--- config.mk ---
export PLATFORM = sky130hd
export DESIGN_NAME = regfile_2r1w_flat
export DESIGN_NICKNAME = d
export VERILOG_FILES = /design/src/rtl/regfile_pkg.sv /design/src/rtl/regfile_2r1w_if.sv /design/src/rtl/regfile_init_seq.sv /design/src/rtl/regfile_2r1w.sv /design/src/flat_wrapper.sv
export SDC_FILE = /design/constraint.sdc
export NUM_CORES = 1
export LEC_CHECK = 0
export BUFFER_PORTS_ARGS = -buffer_cell sky130_fd_sc_hd__buf_2
export CORE_MARGIN = 2
export CORE_UTILIZATION = 60
export DETAILED_ROUTE_END_ITERATION = 10
export PLACE_DENSITY_LB_ADDON = 0.2
export SETUP_SLACK_MARGIN = 0.15
export SLEW_MARGIN = 10
export SYNTH_ARGS = -nofsm -noshare
export SYNTH_HDL_FRONTEND = slang
export SYNTH_SLANG_ARGS = --single-unit
--- constraint.sdc ---
create_clock -name clock -period 4.22 [get_ports clock]
set_input_delay 0.422 -clock clock [delete_from_list [all_inputs] [get_ports clock]]
set_output_delay 0.422 -clock clock [all_outputs]
set_load 0.03 [all_outputs]
--- src/rtl/regfile_pkg.sv ---
// Shared definitions for the 2-read/1-write register file.
//   state_e    : init-sweep / run state encoding
//   RF_DATA_W  : default register width
//   RF_ADDR_W  : default address width
//   in_range() : true when an address selects an implemented register
package regfile_pkg;

  typedef enum logic {
    INIT = 1'b0,
    RUN  = 1'b1
  } state_e;

  localparam int RF_DATA_W = 32;
  localparam int RF_ADDR_W = 5;

  function automatic logic in_range(input logic [31:0] addr, input logic [31:0] depth);
    return addr < depth;
  endfunction

endpackage

--- src/rtl/regfile_2r1w_if.sv ---
// Access bus of the register file: two read ports, one write port, and the
// ready flag.
//   master : pipeline side, drives enables/addresses/write data
//   slave  : register file side, returns registered read data and ready
interface regfile_2r1w_if #(
  parameter int DATA_W = regfile_pkg::RF_DATA_W,
  parameter int ADDR_W = regfile_pkg::RF_ADDR_W
);
  logic              rd_en;
  logic [ADDR_W-1:0] rd_addr_a;
  logic [ADDR_W-1:0] rd_addr_b;
  logic              wr_en;
  logic [ADDR_W-1:0] wr_addr;
  logic [DATA_W-1:0] wr_data;
  logic [DATA_W-1:0] data_a;
  logic [DATA_W-1:0] data_b;
  logic              ready;

  modport master (
    output rd_en, rd_addr_a, rd_addr_b, wr_en, wr_addr, wr_data,
    input  data_a, data_b, ready
  );

  modport slave (
    input  rd_en, rd_addr_a, rd_addr_b, wr_en, wr_addr, wr_data,
    output data_a, data_b, ready
  );
endinterface

--- src/rtl/regfile_init_seq.sv ---
// INIT/RUN sequencer: after reset it sweeps every register address once so
// the top level can load the init value, then parks in RUN.
//   clock, reset_n : clock and synchronous active-low reset
//   init_we        : sweep write strobe (high for the whole INIT state)
//   init_addr      : register being initialised this cycle
//   ready          : sweep finished, user accesses allowed
module regfile_init_seq
  import regfile_pkg::*;
#(
  parameter int ADDR_W = RF_ADDR_W,
  parameter int DEPTH  = 32
) (
  input  logic              clock,
  input  logic              reset_n,
  output logic              init_we,
  output logic [ADDR_W-1:0] init_addr,
  output logic              ready
);

  state_e            state_q, state_d;
  logic [ADDR_W-1:0] cnt_q, cnt_d;
  logic              last;

  // NOTE: sequential state uses non-blocking assignments so every register
  // samples the pre-edge values; blocking here would create ordering races.
  always_ff @(posedge clock) begin
    if (!reset_n) begin
      state_q <= INIT;
      cnt_q   <= '0;
    end else begin
      state_q <= state_d;
      cnt_q   <= cnt_d;
    end
  end

  assign last = (32'(cnt_q) == 32'(DEPTH - 1));

  // NOTE: every output of this block gets a default first, so no path can
  // leave a variable unassigned and infer a latch.
  always_comb begin
    state_d = state_q;
    cnt_d   = cnt_q;
    init_we = 1'b0;
    ready   = 1'b0;
    unique case (state_q)
      INIT: begin
        init_we = 1'b1;
        if (last) state_d = RUN;
        else      cnt_d   = cnt_q + 1'b1;
      end
      RUN: ready = 1'b1;
      default: state_d = INIT;
    endcase
  end

  assign init_addr = cnt_q;

endmodule

--- src/rtl/regfile_2r1w.sv ---
// Parametrised 2-read/1-write register file with hardware init sweep,
// optional write-to-read bypass and optional hardwired zero register.
//   clock, reset_n : clock and synchronous active-low reset
//   bus (slave)    : rd_en/rd_addr_a/rd_addr_b, wr_en/wr_addr/wr_data in;
//                    data_a/data_b (1-cycle registered read data), ready out
module regfile_2r1w
  import regfile_pkg::*;
#(
  parameter int              DATA_W   = RF_DATA_W,
  parameter int              ADDR_W   = RF_ADDR_W,
  parameter int              DEPTH    = 32,
  parameter int              ZERO_REG = 1,
  parameter int              BYPASS   = 1,
  parameter logic [DATA_W-1:0] INIT_VAL = '0
) (
  input  logic          clock,
  input  logic          reset_n,
  regfile_2r1w_if.slave bus
);

  logic [DATA_W-1:0] mem [DEPTH];

  logic              init_we;
  logic [ADDR_W-1:0] init_addr;
  logic              ready;

  regfile_init_seq #(
    .ADDR_W (ADDR_W),
    .DEPTH  (DEPTH)
  ) u_init_seq (
    .clock     (clock),
    .reset_n   (reset_n),
    .init_we   (init_we),
    .init_addr (init_addr),
    .ready     (ready)
  );

  function automatic logic is_zero(input logic [ADDR_W-1:0] a);
    return (ZERO_REG != 0) && (a == '0);
  endfunction

  // A user write takes effect only in RUN, to an implemented, writable entry.
  logic user_we;
  assign user_we = ready && bus.wr_en && in_range(32'(bus.wr_addr), 32'(DEPTH))
                   && !is_zero(bus.wr_addr);

  // Write mux: the sweep owns the array during INIT, the user port in RUN.
  logic              mem_we;
  logic [ADDR_W-1:0] mem_waddr;
  logic [DATA_W-1:0] mem_wdata;

  always_comb begin
    mem_we    = reset_n && (init_we || user_we);
    mem_waddr = init_we ? init_addr : bus.wr_addr;
    mem_wdata = init_we ? INIT_VAL  : bus.wr_data;
  end

  // NOTE: the storage array has no reset; clearing it is the job of the init
  // sweep, which keeps the array mappable to plain RAM/flop arrays.
  always_ff @(posedge clock) begin
    if (mem_we) mem[mem_waddr] <= mem_wdata;
  end

  // Zero/out-of-range reads win over the bypass, so r0 stays 0 even when a
  // same-cycle write to r0 is presented.
  function automatic logic [DATA_W-1:0] read_port(
    input logic [ADDR_W-1:0] a,
    input logic [DATA_W-1:0] stored,
    input logic              we,
    input logic [ADDR_W-1:0] waddr,
    input logic [DATA_W-1:0] wdata
  );
    if (!in_range(32'(a), 32'(DEPTH)) || is_zero(a)) return '0;
    if ((BYPASS != 0) && we && (waddr == a))         return wdata;
    return stored;
  endfunction

  logic [DATA_W-1:0] rd_val_a, rd_val_b;

  always_comb begin
    rd_val_a = read_port(bus.rd_addr_a, mem[bus.rd_addr_a], user_we, bus.wr_addr, bus.wr_data);
    rd_val_b = read_port(bus.rd_addr_b, mem[bus.rd_addr_b], user_we, bus.wr_addr, bus.wr_data);
  end

  logic [DATA_W-1:0] data_a_q, data_b_q;

  always_ff @(posedge clock) begin
    if (!reset_n) begin
      data_a_q <= '0;
      data_b_q <= '0;
    end else if (ready && bus.rd_en) begin
      data_a_q <= rd_val_a;
      data_b_q <= rd_val_b;
    end
  end

  assign bus.data_a = data_a_q;
  assign bus.data_b = data_b_q;
  assign bus.ready  = ready;

endmodule

--- src/flat_wrapper.sv ---
// flat-port wrapper written by rule: the top's interface ports become plain ports
module regfile_2r1w_flat import regfile_pkg::*;
#(
  parameter int              DATA_W   = RF_DATA_W,
  parameter int              ADDR_W   = RF_ADDR_W,
  parameter int              DEPTH    = 32,
  parameter int              ZERO_REG = 1,
  parameter int              BYPASS   = 1,
  parameter logic [DATA_W-1:0] INIT_VAL = '0
)
  (clock, reset_n, bus_rd_en, bus_rd_addr_a, bus_rd_addr_b, bus_wr_en, bus_wr_addr, bus_wr_data, bus_data_a, bus_data_b, bus_ready);
  regfile_2r1w_if #(.DATA_W(DATA_W), .ADDR_W(ADDR_W)) bus_i ();
  input  logic clock;
  input  logic reset_n;
  input wire logic [$bits(bus_i.rd_en)-1:0] bus_rd_en;
  input wire logic [$bits(bus_i.rd_addr_a)-1:0] bus_rd_addr_a;
  input wire logic [$bits(bus_i.rd_addr_b)-1:0] bus_rd_addr_b;
  input wire logic [$bits(bus_i.wr_en)-1:0] bus_wr_en;
  input wire logic [$bits(bus_i.wr_addr)-1:0] bus_wr_addr;
  input wire logic [$bits(bus_i.wr_data)-1:0] bus_wr_data;
  output wire logic [$bits(bus_i.data_a)-1:0] bus_data_a;
  output wire logic [$bits(bus_i.data_b)-1:0] bus_data_b;
  output wire logic [$bits(bus_i.ready)-1:0] bus_ready;
  assign bus_i.rd_en = bus_rd_en;
  assign bus_i.rd_addr_a = bus_rd_addr_a;
  assign bus_i.rd_addr_b = bus_rd_addr_b;
  assign bus_i.wr_en = bus_wr_en;
  assign bus_i.wr_addr = bus_wr_addr;
  assign bus_i.wr_data = bus_wr_data;
  assign bus_data_a = bus_i.data_a;
  assign bus_data_b = bus_i.data_b;
  assign bus_ready = bus_i.ready;
  regfile_2r1w #(.DATA_W(DATA_W), .ADDR_W(ADDR_W), .DEPTH(DEPTH), .ZERO_REG(ZERO_REG), .BYPASS(BYPASS), .INIT_VAL(INIT_VAL)) u_core (.clock(clock), .reset_n(reset_n), .bus(bus_i));
endmodule
==> impl_results.md <==
- Core Box Area: 82200 µm²
- Per-cell routed wire length: 37.5 µm
- # Post-CTS Setup Buffers: 0
- Synth Net Count: 2612
- LEAKAGE: 0.0178 µW
- First-pass GRT wire length: 211 mm
- Grt ovf: 0
- CP Class: reg -> reg
- Starting Density: 60.8%
- Sequential-to-total area share from yosys stat: 64.3%
- Via/cell ratio: 7.63
- Crit path DAT: 3670 ps
- Final Critical Period: 3330 ps
- CTS Buffer Depth: 3
- DIE AREA: 85700 µm²
- Ys async rst share: 0%
- Yosys reg bits: 1094
- Setup TNS: 0 ps
- Largest net degree at the start of global routing: 96
- Mapped Cells: 2559
- Most frequent cells in the layout: 1024 x edfxtp_1, 574 x mux4_2, 214 x nand2_1
- CTS tree: done
- Fmax: 300 MHz
- Post-synth cell types: 44
- Hold WS: 216 ps
- # IOs: 116
- Final hold violation count: 0
- Top cell type's share of synthesized area: 61.5%
- Post-CTS Resized: 0
- Min-Delay Path Class: in -> reg
- Worst R2R Setup Slack: 890 ps
- HPWL Detailed: 90.2 mm
- # rows: 105
- # nets final: 2769
- Main synth FF type: edfxtp_1
- Top post-synthesis cells by area: edfxtp_1 61%, mux4_2 26%, a22oi_1 2.9%, dfxtp_1 2.8%, nand2_1 1.6%
- Remaining DRCs: 0
- Worst-path fanout max: 29
- CTS Buf Count: 110
- Share of layout cells above drive strength 1: 37.9%
- Routed Antenna Nets: 0
- Critical path launch point type: register
- Final non-filler cell total: 3884
- Finished Cell Area: 56500 µm²
- Peak VDD IR: 0.397 mV
- Final Wtd Congestion: 0.883
- Clk pin slew, worst setup/hold paths: 60 ps
- Commonest non-fill, non-tap cell in the layout: edfxtp_1
- Cell Area, Synth: 50000 µm²
- Final setup violation count: 0
- Worst skew pair latency: 680 ps
- Post-synth EDFFs: 1024
- Clock skew: 20.7 ps
- Leading area contributor after synthesis: edfxtp_1
- Clock root buffer master: clkbuf_16
- Total Routing Usage GR: 34.7%
- Final worst slack: 890 ps
- CP Capture Type: register
- Data required time of the worst path: 4560 ps
- H-tree depth: 3
- PortBufs: 115
- Warnings, synthesis: 0
- Pwr dens: 415 nW/µm²
- Layout area overhead: 12.9%
- RSZ-0062 raised after global routing: false
- Vias in the first global route: 30100
- Final wirelength: 146 mm
- Die width: 293 µm
- Initial antenna violation count: 5
- First drt pass iteration count: 6
- Post-placement cell count: 3672
- Placement Setup Slack: 816 ps
- Fin crit share: 78.9%
- Die height: 293 µm
- CTS sink count: 1094
- Worst slew pin tran: 1330 ps
- Area of placed instances: 52700 µm²
- Vias: 29700
- Detailed Route Iter0 Violations: 4615
- Max cap viols: 0
- Pins Over Slew Limit: 0
- Mean Syn Cell Area: 19.5 µm²
- Slew HR: 11.4%
- Hold buffer count at CTS: 0
- Status: complete, no violations
## worst max-delay path, cell delays in order, from the launching register on
cell and delay, ps:
dfxtp_2 590, buf_4 430, mux2i_1 250, buf_4 150, nand2_1 280, nor2_4 830
buf_4 440
## kinds of logic (layout without fill, tap and decap cells)
group           after synthesis  count (layout)  synth area share [%]
mux                         577             577                  25.9
simple gates                315             315                  2.67
fa+ha+maj                     2               2                0.0500
flops                      1094            1094                  64.3
xor+xnor                     13              13                 0.228
buf+inv                     215             469                  2.20
compound gates              343             343                  4.63
other cells                   0               1                     0
## power by group
part / switching [µW] / total, µW / internal, µW
Clock: 4180 / 9950 / 5760
Sequential: 33.6 / 11800 / 11800
Combinational: 956 / 1690 / 739
Total: 5170 / 23400 / 18300
## sequential cells by signal, summed over array words and instances, names as in the netlist
register	count
u_core.mem	1024
u_core.bus.data_a	32
u_core.bus.data_b	32
u_core.u_init_seq.init_addr	5
u_core.u_init_seq.state_q	1
## metrics by stage
stage | total power, µW | utilization, %
6_report | 23400 | 68.6
5_1_grt | 24000 | 68.6
4_1_cts | 23500 | 68.6
3_5_place_dp | 13700 | 64.1
3_3_place_gp | 13700 | 64.0
2_1_floorplan | 13100 | -
## per-layer routing
metal	routed length [µm]	up-vias	GRT usage, %
met4	5720	2	12.1
met3	20400	377	9.83
met2	68400	2490	53.3
met5	11	-	0
li1	-	11400	-
met1	50900	15400	48.7
## final cells by class
type / count / area (µm²)
multi-input cells: 1250 / 17100
repair buffers: 255 / 2120
flip-flops and latches: 1094 / 32200
inverters: 5 / 18.8
well taps: 1070 / 1340
clock inverters: 65 / 618
clock buffers: 144 / 3090
fillers: 5122 / 25800
diodes: 1 / 2.50
## synthesized netlist by cell type, types with 2 or more instances
| cell | instances |
|---|---|
| a21oi_1 | 3 |
| a22oi_1 | 196 |
| a31oi_1 | 66 |
| and2_1 | 35 |
| buf_1 | 15 |
| buf_2 | 56 |
| buf_4 | 15 |
| buf_6 | 22 |
| clkbuf_1 | 101 |
| dfxtp_1 | 70 |
| edfxtp_1 | 1024 |
| ha_1 | 2 |
| inv_1 | 4 |
| mux2_2 | 2 |
| mux4_2 | 574 |
| nand2_1 | 215 |
| nand3_1 | 4 |
| nand4_1 | 2 |
| nor2_1 | 43 |
| nor2b_1 | 4 |
| nor4_1 | 3 |
| o21ai_0 | 69 |
| o22ai_1 | 2 |
| xnor2_1 | 6 |
| xor2_1 | 7 |
## path summary, 6_finish.rpt
kind | startpoint | to | cells after the start
max | u_core.u_init_seq.state_q | u_core.mem[18][31] | 6
min | reset_n | u_core.u_init_seq.init_addr[1] | 3
max reg2reg | u_core.u_init_seq.state_q | u_core.mem[18][31] | 6
min reg2reg | u_core.u_init_seq.init_addr[1] | u_core.u_init_seq.init_addr[1] | 2
(Power assumes the default switching activity.)
